[src/rtl/instr_fetch_decode_pkg.sv]
// Shared definitions for the fetch/decode front end: FSM states, opcode and
// funct constants, command codes, next-PC source codes and the decoded-field
// bundle that the top registers in S_DEC.
package instr_fetch_decode_pkg;

    typedef enum logic [2:0] {
        S_REQ   = 3'd0,
        S_WAIT  = 3'd1,
        S_DEC   = 3'd2,
        S_ISSUE = 3'd3,
        S_EXEC  = 3'd4
    } ifd_state_e;

    // Primary opcodes ir[31:26]
    localparam logic [5:0] OP_RTYPE = 6'h00;
    localparam logic [5:0] OP_J     = 6'h02;
    localparam logic [5:0] OP_JAL   = 6'h03;
    localparam logic [5:0] OP_BNE   = 6'h05;
    localparam logic [5:0] OP_ADDI  = 6'h08;
    localparam logic [5:0] OP_XORI  = 6'h0E;
    localparam logic [5:0] OP_LW    = 6'h23;
    localparam logic [5:0] OP_SW    = 6'h2B;

    // R-type funct codes ir[5:0]
    localparam logic [5:0] FN_JR  = 6'h08;
    localparam logic [5:0] FN_ADD = 6'h20;
    localparam logic [5:0] FN_SUB = 6'h22;
    localparam logic [5:0] FN_SLT = 6'h2A;

    // Command codes handed to the control FSM
    localparam logic [3:0] CMD_NOP  = 4'd0;
    localparam logic [3:0] CMD_LW   = 4'd1;
    localparam logic [3:0] CMD_SW   = 4'd2;
    localparam logic [3:0] CMD_J    = 4'd3;
    localparam logic [3:0] CMD_JAL  = 4'd4;
    localparam logic [3:0] CMD_BNE  = 4'd5;
    localparam logic [3:0] CMD_XORI = 4'd6;
    localparam logic [3:0] CMD_ADDI = 4'd7;
    localparam logic [3:0] CMD_ADD  = 4'd8;
    localparam logic [3:0] CMD_SUB  = 4'd9;
    localparam logic [3:0] CMD_SLT  = 4'd10;
    localparam logic [3:0] CMD_JR   = 4'd11;

    // Next-PC source selector presented with instr_done
    localparam logic [1:0] PC_SRC_SEQ    = 2'b00;
    localparam logic [1:0] PC_SRC_BRANCH = 2'b01;
    localparam logic [1:0] PC_SRC_JUMP   = 2'b10;
    localparam logic [1:0] PC_SRC_JR     = 2'b11;

    typedef struct packed {
        logic [3:0]  cmd;
        logic [4:0]  rs;
        logic [4:0]  rt;
        logic [4:0]  rd;
        logic [31:0] imm;
    } dec_fields_t;

    function automatic logic [31:0] sext16(input logic [15:0] v);
        return {{16{v[15]}}, v};
    endfunction

endpackage

[src/rtl/instr_decode.sv]
// Purely combinational instruction decoder: ir -> command, register fields,
// extended immediate and an "unknown encoding" flag. The caller decides what
// to do with unknown encodings; here they simply map to CMD_NOP.
module instr_decode
    import instr_fetch_decode_pkg::*;
(
    input  logic [31:0] ir,
    output logic [3:0]  cmd,
    output logic [4:0]  rs,
    output logic [4:0]  rt,
    output logic [4:0]  rd,
    output logic [31:0] imm,
    output logic        is_illegal
);

    logic [5:0] opcode;
    logic [5:0] funct;

    assign opcode = ir[31:26];
    assign funct  = ir[5:0];
    assign rs     = ir[25:21];
    assign rt     = ir[20:16];
    assign rd     = ir[15:11];

    // Opcode/funct lookup; XORI is the only zero-extended immediate
    always_comb begin
        cmd        = CMD_NOP;
        imm        = sext16(ir[15:0]);
        is_illegal = 1'b0;
        case (opcode)
            OP_LW:   cmd = CMD_LW;
            OP_SW:   cmd = CMD_SW;
            OP_J:    cmd = CMD_J;
            OP_JAL:  cmd = CMD_JAL;
            OP_BNE:  cmd = CMD_BNE;
            OP_ADDI: cmd = CMD_ADDI;
            OP_XORI: begin
                cmd = CMD_XORI;
                imm = {16'h0000, ir[15:0]};
            end
            OP_RTYPE: begin
                case (funct)
                    FN_ADD:  cmd = CMD_ADD;
                    FN_SUB:  cmd = CMD_SUB;
                    FN_SLT:  cmd = CMD_SLT;
                    FN_JR:   cmd = CMD_JR;
                    default: is_illegal = 1'b1;
                endcase
            end
            default: is_illegal = 1'b1;
        endcase
    end

endmodule

[src/rtl/instr_fetch_decode.sv]
// Fetch/decode front end for the multicycle core. Owns the PC, issues one
// fetch per instruction, latches and decodes the returned word and offers it
// to the control FSM over dec_valid/dec_ready. The PC moves only when the FSM
// retires the instruction with instr_done and a pc_src selection.
// Build option: define IFD_ILLEGAL_TRAP_EN to redirect unknown encodings to
// TRAP_PC with a one-cycle illegal pulse instead of issuing them as CMD_NOP.
module instr_fetch_decode
    import instr_fetch_decode_pkg::*;
#(
    parameter logic [31:0] RESET_PC = 32'h0000_0000,
    parameter logic [31:0] TRAP_PC  = 32'h0000_0080
) (
    input  logic        clk,
    input  logic        reset,
    output logic        imem_req,
    output logic [31:0] imem_addr,
    input  logic        imem_valid,
    input  logic [31:0] imem_data,
    output logic        dec_valid,
    input  logic        dec_ready,
    output logic [3:0]  cmd,
    output logic [4:0]  rs,
    output logic [4:0]  rt,
    output logic [4:0]  rd,
    output logic [31:0] imm,
    output logic [31:0] pc_plus4,
    input  logic        instr_done,
    input  logic [1:0]  pc_src,
    input  logic [31:0] jr_addr,
    output logic        illegal
);

    ifd_state_e  state_q, state_d;
    logic [31:0] pc_q, pc_d;
    logic [31:0] ir_q, ir_d;
    dec_fields_t fields_q, fields_d;
    logic        drop_q, drop_d;

    logic [3:0]  dec_cmd;
    logic [4:0]  dec_rs, dec_rt, dec_rd;
    logic [31:0] dec_imm;
    logic        dec_illegal;

    logic        fetch_accept;
    logic        trap_take;
    logic [31:0] seq_pc;
    logic [31:0] br_offset;
    logic [31:0] branch_target;
    logic [31:0] jump_target;
    logic [31:0] jr_target;

    instr_decode u_decode (
        .ir         (ir_q),
        .cmd        (dec_cmd),
        .rs         (dec_rs),
        .rt         (dec_rt),
        .rd         (dec_rd),
        .imm        (dec_imm),
        .is_illegal (dec_illegal)
    );

    // A response is taken only while waiting and not flagged as stale
    assign fetch_accept = (state_q == S_WAIT) && imem_valid && !drop_q;

`ifdef IFD_ILLEGAL_TRAP_EN
    assign trap_take = (state_q == S_DEC) && dec_illegal;
`else
    // Unknown encodings flow through as CMD_NOP; the decoder flag is not needed
    logic unused_illegal_flag;
    assign unused_illegal_flag = dec_illegal;
    assign trap_take           = 1'b0;
`endif

    assign seq_pc        = pc_q + 32'd4;
    assign br_offset     = sext16(ir_q[15:0]) << 2;
    assign branch_target = seq_pc + br_offset;
    assign jump_target   = {seq_pc[31:28], ir_q[25:0], 2'b00};
    assign jr_target     = jr_addr & 32'hFFFF_FFFC;

    // State register
    always_ff @(posedge clk) begin
        if (reset) begin
            state_q <= S_REQ;
        end else begin
            state_q <= state_d;
        end
    end

    // Next-state logic for the fetch/decode/issue/execute loop
    always_comb begin
        state_d = state_q;
        case (state_q)
            S_REQ:   state_d = S_WAIT;
            S_WAIT:  if (fetch_accept) state_d = S_DEC;
            S_DEC:   state_d = trap_take ? S_REQ : S_ISSUE;
            S_ISSUE: if (dec_ready) state_d = S_EXEC;
            S_EXEC:  if (instr_done) state_d = S_REQ;
            default: state_d = S_REQ;
        endcase
    end

    // FSM outputs; reset masks the combinational strobes
    always_comb begin
        imem_req  = (state_q == S_REQ) && !reset;
        dec_valid = (state_q == S_ISSUE);
        illegal   = trap_take && !reset;
    end

    // Datapath next values: PC, instruction register, decoded fields, drop flag
    always_comb begin
        pc_d     = pc_q;
        ir_d     = ir_q;
        fields_d = fields_q;
        drop_d   = drop_q;
        // Any response strobe consumes a pending stale-response marker
        if (imem_valid) begin
            drop_d = 1'b0;
        end
        if (fetch_accept) begin
            ir_d = imem_data;
        end
        if (state_q == S_DEC) begin
            fields_d = {dec_cmd, dec_rs, dec_rt, dec_rd, dec_imm};
        end
        if (trap_take) begin
            pc_d = TRAP_PC;
        end
        // instr_done counts only once the FSM has accepted the instruction
        if ((state_q == S_EXEC) && instr_done) begin
            case (pc_src)
                PC_SRC_SEQ:    pc_d = seq_pc;
                PC_SRC_BRANCH: pc_d = branch_target;
                PC_SRC_JUMP:   pc_d = jump_target;
                PC_SRC_JR:     pc_d = jr_target;
                default:       pc_d = seq_pc;
            endcase
        end
    end

    // Datapath registers; a reset during S_WAIT leaves a marker so the
    // in-flight response of the aborted fetch is thrown away
    always_ff @(posedge clk) begin
        if (reset) begin
            pc_q     <= RESET_PC;
            ir_q     <= 32'h0000_0000;
            fields_q <= {CMD_NOP, 15'd0, 32'h0000_0000};
            drop_q   <= (state_q == S_WAIT) || drop_d;
        end else begin
            pc_q     <= pc_d;
            ir_q     <= ir_d;
            fields_q <= fields_d;
            drop_q   <= drop_d;
        end
    end

    assign imem_addr = pc_q;
    assign pc_plus4  = seq_pc;
    assign cmd       = fields_q.cmd;
    assign rs        = fields_q.rs;
    assign rt        = fields_q.rt;
    assign rd        = fields_q.rd;
    assign imm       = fields_q.imm;

endmodule

[config.mk]
export PLATFORM = sky130hd
export DESIGN_NAME = instr_fetch_decode
export DESIGN_NICKNAME = d
export VERILOG_FILES = /design/src/rtl/instr_fetch_decode_pkg.sv /design/src/rtl/instr_decode.sv /design/src/rtl/instr_fetch_decode.sv
export SDC_FILE = /design/constraint.sdc
export NUM_CORES = 1
export LEC_CHECK = 0
export BUFFER_PORTS_ARGS = -buffer_cell sky130_fd_sc_hd__clkbuf_2
export CORE_ASPECT_RATIO = 0.8
export CORE_UTILIZATION = 45
export DETAILED_ROUTE_END_ITERATION = 10
export MAX_ROUTING_LAYER = met4
export PLACE_DENSITY = 0.7
export REMOVE_ABC_BUFFERS = 1
export SYNTH_ARGS = -nofsm -noshare
export SYNTH_HDL_FRONTEND = slang
export SYNTH_SLANG_ARGS = --single-unit
[constraint.sdc]
create_clock -name clk -period 7.54 [get_ports clk]
set_clock_uncertainty 0.05 [all_clocks]
set_input_delay 0.377 -clock clk [delete_from_list [all_inputs] [get_ports clk]]
set_output_delay 0.377 -clock clk [all_outputs]
set_load 0.01 [all_outputs]
[Yosys cells after proc, flatten, opt, wreduce, memory -nomap -nowiden]
Index checks and enable logic that the tools add are counted.
Storage, ports and cells
  register bits: 119
  input bits: 71
  output and inout bits: 118
  logic and storage cells: 53
Operators by class
  $add $sub $neg: 2
  eq/ne operators: 21
  muxes and demuxes: 10
  reduce and logical (&&, ||, !) cells: 11
Operator list (number)
  $pmux 32 s4: 1
  $add 32x3->32 const B: 1
  $add 32x32->32: 1
  $mux 32: 1
  $pmux 4 s8: 1
  $eq 6x6->1 const B: 5
  $eq 6x4->1 const B: 3
  $pmux 4 s4: 1
  $pmux 3 s5: 1
  $eq 6x2->1 const B: 2
  $mux 3: 3
  $eq 3x2->1 const B: 2
  $eq 6x3->1 const B: 1
  $logic_not 6->1: 1
  $eq 2x2->1 const B: 2
  $logic_and 1x1->1: 4
  $ne 2x2->1 const B: 2
  $eq 3x1->1 const B: 1
  $eq 3x3->1 const B: 1
  $logic_not 3->1: 1
  $reduce_and 3->1: 1
  $eq 2x1->1 const B: 1
  $logic_not 1->1: 2
  $logic_not 2->1: 1
  3 further kinds: 4

[Depth between registers and ports, before layout]
Gate-level depths: netlist of run 1.
  depth in word-level cells: 5
  mapped depth: 18
  depth with buffers taken out: 17

[Modules after synthesis]
Synthesis of run 1 repeated with hierarchy kept, for this count alone.
Second synthesis, totals
  cell total of the unflattened synthesis: 1015
  area total of the unflattened synthesis: 7897.6 um^2
Modules (own cells, without submodules)
  instr_fetch_decode: times used 1, cells each 922, area an instance 7203.2 um^2, sequential area each 2342.2 um^2
  instr_decode: times used 1, cells each 93, area an instance 694.4 um^2, sequential area each 0.0 um^2

[Worst setup path before layout of run 1]
OpenSTA, ideal clock, no wires.
  path kind: register -> register
  from: register pc_q[2], in the netlist imem_addr[2]
  to: register pc_q[25], in the netlist imem_addr[25]
  library setup time: 0.117 ns
  arrival: 3.589 ns
  data required time: 7.373 ns
  slack: 3.784 ns
  stages on the path, launching flop included: 16
  path buffers: 0
  clock period less this slack: 3.756 ns
  path through: dfxtp_1 -> ha_1 -> nand3_2 -> nor4_4 -> nand4_1 -> xnor2_1 -> ha_1 -> a21oi_2 -> inv_1 -> o21ai_1 -> a31oi_1 -> a21o_1 -> a31oi_1 -> xnor2_1 -> mux4_2 -> a22o_1
On the way
  longest elaborated chain between the ends: 3
RTL lines
  start, declared: RTL line instr_fetch_decode.sv:34  | logic [31:0] pc_q, pc_d;
  start signal, assigned: RTL line instr_fetch_decode.sv:149  | pc_q <= pc_d;
  $add 32x3->32: RTL line instr_fetch_decode.sv:74  | assign seq_pc = pc_q + 32'd4;
  named net pc_plus4[18]: RTL line instr_fetch_decode.sv:26  | output logic [31:0] pc_plus4,
  $add 32x32->32: RTL line instr_fetch_decode.sv:76  | assign branch_target = seq_pc + br_offset;
  $pmux 32 s4: RTL line instr_fetch_decode.sv:130  | case (pc_src)
The timed path passes the listed nets, and every way through them passes these cells.
A chain may end at the register's enable or synchronous reset.

[Final worst setup path of run 1]
  from: register pc_q[4], in the netlist imem_addr[4]
  to: register pc_q[31], in the netlist imem_addr[31]
On the way
  longest elaborated chain between the ends: 3
RTL lines (RTL line)
  $add 32x3->32 (*): instr_fetch_decode.sv:74
  $add 32x32->32: instr_fetch_decode.sv:76
  $pmux 32 s4 (*): instr_fetch_decode.sv:130
Every way passes the cells marked *; elsewhere a longest branch is shown, timed or not.

==> results of run 1 <==
[state kept, by name (all words and copies together), names as in the netlist]
name       flops
imm           13
drop_q         1
rs             5
cmd            4
state_q        3
ir_q          32
rd             4
rt             5
imem_addr     30
[synthesized netlist by cell type, types with 10 or more instances]
library cell	n
a21oi_1	109
nand2_1	179
buf_4	25
nor3_1	30
inv_1	23
a211oi_1	11
xnor2_1	23
nand4_1	14
nor3b_1	11
mux4_2	12
a21o_1	18
dfxtp_1	97
o21ai_0	27
ha_1	37
nor2_1	78
mux2i_1	12
and3_1	10
clkbuf_1	43
xor2_1	22
nand3_1	12
[routing by layer]
layer | up-vias | wire length [microns] | global-route usage
li1 | 3450 | - | -
met1 | 3287 | 10500 | 0.394
met2 | 222 | 8890 | 0.410
met3 | 17 | 1400 | 0.0512
met4 | 0 | 185 | 0.0571
met5 | - | 0 | -
[worst register-to-register path, stage by stage, from the launching register on]
cell and delay, ns:
dfxtp_1 0.46, nand4_1 0.39, nor2_1 0.57, and4_1 0.28
xor2_1 0.37, ha_1 0.35, a21oi_1 0.11, o21ai_1 0.19
o21ai_1 0.13, a311oi_1 0.48, o311ai_1 0.21, a32oi_1 0.27
xnor2_1 0.17, nand4_1 0.12, o311a_1 0.18
[worst paths after layout]
path / startpoint / endpoint / slack, ns
setup / recovery: imem_addr[4] / imem_addr[31] / 3.12
hold / removal: imem_data[28] / ir_q[28] / 0.18
setup reg to reg: imem_addr[4] / imem_addr[31] / 3.12
hold reg to reg: imm[10] / imm[10] / 0.40
[cell type report]
cell class	count	share of cell area
clock buffer	10	0.0297
timing repair buffer	190	0.121
inverter	23	0.0107
tap	189	0.0294
multi-input combinational	723	0.561
clock inverter	6	0.00623
sequential	97	0.242
[where the power goes]
part / internal, W / switching (W) / leakage [nW]
registers: 0.000533 / 0.0000299 / 0.785
clock network: 0.000237 / 0.000223 / 0.136
logic: 0.0000882 / 0.000142 / 2.66
total: 0.000858 / 0.000395 / 3.58
[cell families after synthesis]
group | after synthesis | share of synthesized area
multiplexers | 30 | 0.0664
other | 1 | 0.000544
flip-flops | 97 | 0.282
AND/OR/NAND/NOR | 376 | 0.249
AO/OA/AOI/OAI | 228 | 0.205
adder cells (fa/ha/maj) | 38 | 0.0700
XOR/XNOR | 46 | 0.0595
buffers and inverters | 99 | 0.0679
[stage by stage]
step                      hold slack [ns]  cell area [sq um]  setup WS, ns
after floorplan                     0.386               6530          3.78
after global placement              0.391               7750          3.32
after detailed placement            0.396               7750          3.30
after CTS                           0.170               8040          3.26
after global routing                0.180               8040          2.96
final                               0.178               8040          3.12
[layout by cell type (no fill, tap or decap), types with 9 or more instances in the layout]
cell type,instances
clkbuf_2,180
nand2_1,179
a21oi_1,109
dfxtp_1,97
nor2_1,78
ha_1,37
nor3_1,29
o21ai_0,27
inv_1,23
xnor2_1,23
xor2_1,22
a21o_1,18
nand4_1,14
nand3_1,12
mux2i_1,12
mux4_2,12
nor3b_1,11
a211oi_1,11
and3_1,10
buf_4,10
clkbuf_16,9
==> flow_metrics.tcl, run 1 <==
set metrics [dict create \
    multiInputGateArea_sq_um 4510 \
    die_x_microns 140 \
    path_delay_family "compound AO/OA/AOI/OAI gates" \
    yosysTopAreaCell "dfxtp_1" \
    overflow 0 \
    seq_area_frac_synth 0.282 \
    crit_chain "nand4_1 > nor2_1 > and4_1 > xor2_1 > ha_1 > a21oi_1 > o21ai_1 > o21ai_1 > a311oi_1 > o311ai_1 > a32oi_1 > xnor2_1 > nand4_1 > o311a_1" \
    start_util 0.459 \
    drv_slew 0 \
    worstPathRequired_ns 7.74 \
    synth.avg_cell_area_sq_um 7.54 \
    p_per_area_nw_per_um2 156 \
    synth-edff-count 0 \
    fill_cells 1496 \
    synth_warnings 0 \
    clock-sinks 97 \
    finalNonFillerCells 1238 \
    cp-start-kind "register" \
    cts_hold_buf 0 \
    fmax_mhz 226 \
    grt_pass1_wl_mm 33.6 \
    dpl.cell_count 1222 \
    grt_setup_unrepaired "no" \
    clk_latency_ns 0.36 \
    cts_resized 0 \
    drc 0 \
    hold_violations 0 \
    drv_cap 0 \
    die_area_sq_um 15800 \
    die_h_microns 113 \
    min_period_over_period 0.587 \
    gp_congestion 0.927 \
    hpwl_mm 15.0 \
    clk_root_buffer_cell "clkbuf_16" \
    cts_tree "yes" \
    worstPathArrival_ns 4.62 \
    fin_util 0.535 \
    antenna_found_initial 0 \
    ant_nets 0 \
    area_growth_pct 16.5 \
    ys_ff_latch 97 \
    path_depth 14 \
    tns_ns 0 \
    end_kind "register" \
    setup_viol 0 \
    grt_pass1_vias 6377 \
    worst_slew_pin_slew_ns 1.04 \
    dr.first_iter.drc_count 527 \
    io_buffers 181 \
    final_nets 1153 \
    drive_above_1_share 0.231 \
    regArea_sq_um 1940 \
    routed-via-count 6976 \
    critPathBufInv 0 \
    synthTopCellsByArea "dfxtp_1 28%, nand2_1 9.7%, a21oi_1 7.9%" \
    cts-buffers-inserted 9 \
    core_area_sq_um 15000 \
    hold_path_class "primary input to register" \
    cp_slowest_cell "nor2_1" \
    ctsLongestPathBuffers 2 \
    hold_depth 3 \
    grtUsageTotal 0.278 \
    synth_top_area_frac 0.282 \
    status "completed" \
    postCtsSetupRepairBufs 0 \
    routed_via_density 5.63 \
    grt_max_degree 61 \
    power_leakage_nw 3.58 \
    drt-pass1-iter-count 5 \
    min_period_ns 4.42 \
    ios 189 \
    synthCells 915 \
    path_clk_slew_ns 0.07 \
    ys.flop_type "dfxtp_1" \
    async_flop_share 0 \
    totalPowerFinal_w 0.00125 \
    h-tree-depth 3 \
    wl_per_cell_microns 16.9 \
    cpPeakStageDelay_ns 0.57 \
    vdd_drop_max_v 0.000113 \
    slew_headroom 0.304 \
    path_max_fanout 7 \
    rr_worst_depth 14 \
    syn_area_sq_um 6900 \
    crit_type "register to register" \
    rows 40 \
    ys_types 70 \
    drt_wl_total_mm 21.0 \
    antenna_cells 0 \
]
(Power assumes the default switching activity.)
==> run 2: changes to the inputs <==
- ABC_AREA: unset -> 1
- PLACE_DENSITY: 0.7 -> 0.72
- clock period: 7.54 -> 4.06 ns (I/O delays scaled with it)
==> flow_metrics.tcl, run 2 <==
set metrics [dict create \
    status "completed" \
    cp-start-kind "register" \
    timing.rr.start "imem_addr[4]" \
    clk_latency_ns 0.35 \
    antenna_found_initial 0 \
    hold_violations 0 \
    cp_slowest_cell "dfxtp_1" \
    core_area_sq_um 16500 \
    io_buffers 181 \
    worstPathArrival_ns 3.74 \
    seq_area_frac_synth 0.256 \
    yosysMostFrequentCell "nand2_1" \
    ys.flop_type "dfxtp_1" \
    die_h_microns 118 \
    overflow 0 \
    grtUsageMet1 0.414 \
    synthTopCellsByCount "336 x nand2_1, 173 x inv_1, 128 x nor2_1, 97 x dfxtp_1, 94 x a21oi_1" \
    crit_type "register to register" \
    path_max_fanout 6 \
    fmax_mhz 281 \
    mostFrequentLayoutCells "336 x nand2_1, 181 x clkbuf_2, 173 x inv_1" \
    drive_above_1_share 0.178 \
    synth-edff-count 0 \
    fin_util 0.535 \
    grt_pass1_wl_mm 39.5 \
    cpPeakStageDelay_ns 0.41 \
    dpl.cell_count 1594 \
    regArea_sq_um 1940 \
    synthCells 1242 \
    multiInputGateArea_sq_um 4620 \
    synth_warnings 0 \
    busiest_layer "met2" \
    slew_headroom 0.348 \
    die_area_sq_um 17400 \
    grt_use_met3 0.0484 \
    min_period_over_period 0.877 \
    hold_path_class "primary input to register" \
    drt_wl_total_mm 25.5 \
    end_kind "register" \
    crit_chain "nand2_1 > nor2_4 > nand2_4 > nor2_4 > nand2_4 > nor2_4 > xor2_1 > inv_1 > ha_1 > nand2_1 > nor2_1 > inv_1 > nor3_1 > nand3_1 > nand3_1 > nand2_1 > nand3_1 > nand2_1 > nand2_1 > a21oi_1" \
    grt_max_degree 53 \
    worstPathRequired_ns 4.24 \
    die_x_microns 147 \
    gp_congestion 0.969 \
    syn_area_sq_um 7580 \
    cts_hold_buf 0 \
    path_clk_slew_ns 0.07 \
    start_util 0.459 \
    crit_top_cell "nand2_1" \
    use_met2 0.444 \
    h-tree-depth 3 \
    min_period_ns 3.56 \
    synth_top_area_frac 0.256 \
    dr.first_iter.drc_count 629 \
    vdd_drop_max_v 0.000298 \
    ys_ff_latch 97 \
    hold_end "ir_q[26]" \
    hold_depth 3 \
    yosysTopAreaCell "dfxtp_1" \
    ys_types 46 \
    clock-sinks 97 \
    wl_per_cell_microns 15.9 \
    largest_reg_flops 32 \
    ios 189 \
    fin_hold_ws_ns 0.0244 \
    final_nets 1494 \
    cts_resized 0 \
    postCtsSetupRepairBufs 0 \
    totalPowerFinal_w 0.00269 \
    regMostFlops "ir_q" \
    rows 42 \
    reg2reg_slack_ns 0.50 \
    layout_commonest_cell "nand2_1" \
    cts_tree "yes" \
    tns_ns 0 \
    drv_cap 0 \
    clk_root_buffer_cell "clkbuf_16" \
    antenna_cells 0 \
    ant_nets 0 \
    drc 0 \
    ctsLongestPathBuffers 2 \
    drt-pass1-iter-count 6 \
    grt_setup_unrepaired "no" \
    r2r-end "imem_addr[26]" \
    grt_pass1_vias 7489 \
    area_growth_pct 16.5 \
    power_leakage_nw 4.65 \
    min_from "imem_data[26]" \
    hpwl_mm 19.8 \
    cts-buffers-inserted 9 \
    synth.avg_cell_area_sq_um 6.10 \
    fill_cells 1743 \
    async_flop_share 0 \
    routed-via-count 8450 \
    rr_worst_depth 20 \
    p_per_area_nw_per_um2 305 \
    finalNonFillerCells 1610 \
    setup_viol 0 \
    synthTopCellsByArea "dfxtp_1 26%, nand2_1 17%, inv_1 8.6%" \
    grtUsageTotal 0.300 \
    routed_via_density 5.25 \
    drv_slew 0 \
    worst_slew_pin_slew_ns 0.977 \
]
run 2: cell type report:
type	count	share of cell area
clock buffers	9	0.0255
clock inverters	7	0.0101
inverters	183	0.0778
multi-input cells	902	0.524
flip-flops and latches	97	0.220
well taps	220	0.0312
repair buffers	192	0.112
run 2: worst max path at each step:
| stage | from | endpoint | slack [ns] |
|---|---|---|---|
| final | imem_addr[4] | imem_addr[26] | 0.50 |
| after global routing | imem_addr[2] | imem_addr[26] | 0.29 |
| after CTS | imem_addr[4] | imem_addr[26] | 0.61 |
| after detailed placement | imem_addr[4] | imem_addr[26] | 0.63 |
| after global placement | imem_addr[4] | imem_addr[26] | 0.68 |
| after floorplan | imem_addr[2] | imem_addr[15] | 1.19 |
run 2: routing by layer:
metal | wire length (microns) | share of wire
met1 | 11600 | 0.46
met5 | 0 | 0
met3 | 2150 | 0.084
met4 | 754 | 0.030
met2 | 11000 | 0.43
run 2: metrics by stage:
step                worst slack [ns]  cell area (sq um)
finish                         0.499               8830
global route                   0.289               8830
CTS                            0.613               8830
detailed placement             0.631               8510
global placement               0.684               8510
floorplan                       1.19               7250
run 2: report_power, final:
part	internal (W)	total [W]	switching (W)	leakage (nW)
clock network	0.000491	0.000903	0.000412	0.155
registers	0.00105	0.00115	0.0000937	0.789
logic	0.000230	0.000644	0.000414	3.71
run 2: critical path, delay by kind of cell, from the launching register on:
family / cells / cell delay, ns
AO/OA/AOI/OAI: 1 / 0.05
adder cells (fa/ha/maj): 1 / 0.37
AND/OR/NAND/NOR: 15 / 1.96
buffers and inverters: 2 / 0.25
XOR/XNOR: 1 / 0.37
flip-flops: 1 / 0.41
run 2: cell families after synthesis:
group,Yosys count,share of synthesized area
simple gates,605,0.347
buf+inv,247,0.136
compound gates,233,0.172
flops,97,0.256
fa+ha+maj,38,0.0637
xor+xnor,21,0.0243
other cells,1,0.000495
==> run 3: changes to the inputs <==
- CELL_PAD_IN_SITES_DETAIL_PLACEMENT: unset -> 2
- CELL_PAD_IN_SITES_GLOBAL_PLACEMENT: unset -> 2
- CORE_UTILIZATION: 45 -> 28
- PLACE_DENSITY: 0.72 -> unset
- PLACE_DENSITY_LB_ADDON: unset -> 0.1
- clock period: 4.06 -> 3.4 ns (I/O delays scaled with it)
==> flow_metrics.tcl, run 3 (synthesized netlist as in run 2, its figures left out) <==
set metrics [dict create \
    status "completed" \
    drt-pass1-iter-count 5 \
    setup_viol 0 \
    core_area_sq_um 26500 \
    crit_type "register to register" \
    overflow 0 \
    p_sw_frac 0.370 \
    die_x_microns 186 \
    gp_congestion 0.867 \
    place_worst_setup_slack_ns -0.110 \
    cp-start-kind "register" \
    min_period_ns 3.22 \
    vdd_drop_max_v 0.000243 \
    worstPathRequired_ns 3.62 \
    p_per_area_nw_per_um2 339 \
    drive_above_1_share 0.259 \
    mostFrequentLayoutCells "321 x nand2_1, 181 x clkbuf_2, 171 x inv_1" \
    power_leakage_nw 5.04 \
    cts-buffers-inserted 9 \
    grt_max_degree 53 \
    fill_cells 3321 \
    io_buffers 181 \
    ctsLongestPathBuffers 2 \
    drt_wl_total_mm 36.2 \
    clock-sinks 97 \
    largest_reg_flops 32 \
    multiInputGateArea_sq_um 4940 \
    dr.first_iter.drc_count 405 \
    fmax_mhz 310 \
    rows 53 \
    comb_power_share 0.274 \
    final_nets 1570 \
    grt_pass1_vias 9511 \
    dpl.cell_count 1792 \
    p_seq_frac 0.407 \
    min_period_over_period 0.948 \
    drc 0 \
    clk_root_buffer_cell "clkbuf_16" \
    p_int_w 0.00211 \
    path_clk_slew_ns 0.08 \
    grtUsageTotal 0.273 \
    grt_setup_unrepaired "yes" \
    cp-startpoint "imem_addr[2]" \
    min_from "imem_data[0]" \
    layout_commonest_cell "nand2_1" \
    h-tree-depth 3 \
    cts_tree "yes" \
    hpwl_mm 29.0 \
    fin_hold_ws_ns 0.0354 \
    regArea_sq_um 1950 \
    tns_ns 0 \
    worst_slew_pin_slew_ns 1.19 \
    slew_headroom 0.201 \
    start_util 0.286 \
    hold_path_class "primary input to register" \
    wl_per_cell_microns 19.8 \
    p_clk_frac 0.319 \
    worstPathArrival_ns 3.44 \
    die_h_microns 149 \
    antenna_found_initial 2 \
    finalNonFillerCells 1825 \
    postLayoutSetupSlackWorst_ns 0.177 \
    grt_pass1_wl_mm 54.8 \
    hold_violations 0 \
    totalPowerFinal_w 0.00335 \
    routed_via_density 4.94 \
    ios 189 \
    drv_cap 0 \
    regMostFlops "ir_q" \
    timing.rr.start "imem_addr[2]" \
    area_growth_pct 30.7 \
    ant_nets 0 \
    path_max_fanout 4 \
    power.net_switching_w 0.00124 \
    drv_slew 0 \
    routed-via-count 9010 \
    die_area_sq_um 27700 \
    clk_latency_ns 0.37 \
    end_kind "register" \
]
run 3: worst paths after layout:
check | end | slack [ns] | cells past startpoint
worst max-delay path | imem_addr[17] | 0.18 | 17
worst min-delay path | ir_q[0] | 0.04 | 3
worst max register to register | imem_addr[17] | 0.18 | 17
worst min register to register | cmd[1] | 0.42 | 2
run 3: power by group through the flow:
stage          Sequential [W]  Clock, W  Combinational (W)
2_1_floorplan         0.00140         0           0.000430
3_3_place_gp          0.00138         0           0.000839
3_5_place_dp          0.00138         0           0.000866
4_1_cts               0.00136   0.00111           0.000888
5_1_grt               0.00138   0.00113            0.00101
6_report              0.00136   0.00107           0.000920
run 3: cell type report:
cell class | instances | share of cell area
multi-input combinational | 902 | 0.499
sequential | 97 | 0.197
timing repair buffer | 268 | 0.160
inverter | 183 | 0.0694
tap | 357 | 0.0451
clock buffer | 10 | 0.0241
clock inverter | 6 | 0.00480
antenna | 2 | 0.000505
run 3: timing repair:
action,CTS,global route
hold endpoints to repair,12,0
gates resized for setup,5,74
setup buffers,0,3
endpoints found under the setup margin,3,20
pin swaps,0,6
hold buffers,12,0
run 3: worst max-delay path, cell delays in order (launching register included):
cell     delay [ns]
dfxtp_2        0.34
ha_1           0.21
nand2_1        0.08
inv_2          0.05
buf_4          0.14
nor2_1         0.36
ha_1           0.37
or2_1          0.24
and2_1         0.23
nand2_1        0.10
nand2_1        0.12
nand3_1        0.10
nand2_1        0.10
or2_0          0.25
nand3_1        0.16
nand4_1        0.11
nand2_1        0.08
inv_1          0.04
run 3: per-stage QoR:
step / util / instance area [sq um]
6_report: 0.374 / 9900
5_1_grt: 0.374 / 9900
4_1_cts: 0.362 / 9570
3_5_place_dp: 0.346 / 9150
3_3_place_gp: 0.346 / 9150
2_1_floorplan: - / 7250
run 3: layer usage:
metal,GRT usage,up-vias,share of wire
met1,0.367,4407,0.49
met3,0.0444,34,0.039
met5,-,-,0
li1,-,4403,-
met2,0.426,166,0.46
met4,0.0635,0,0.016
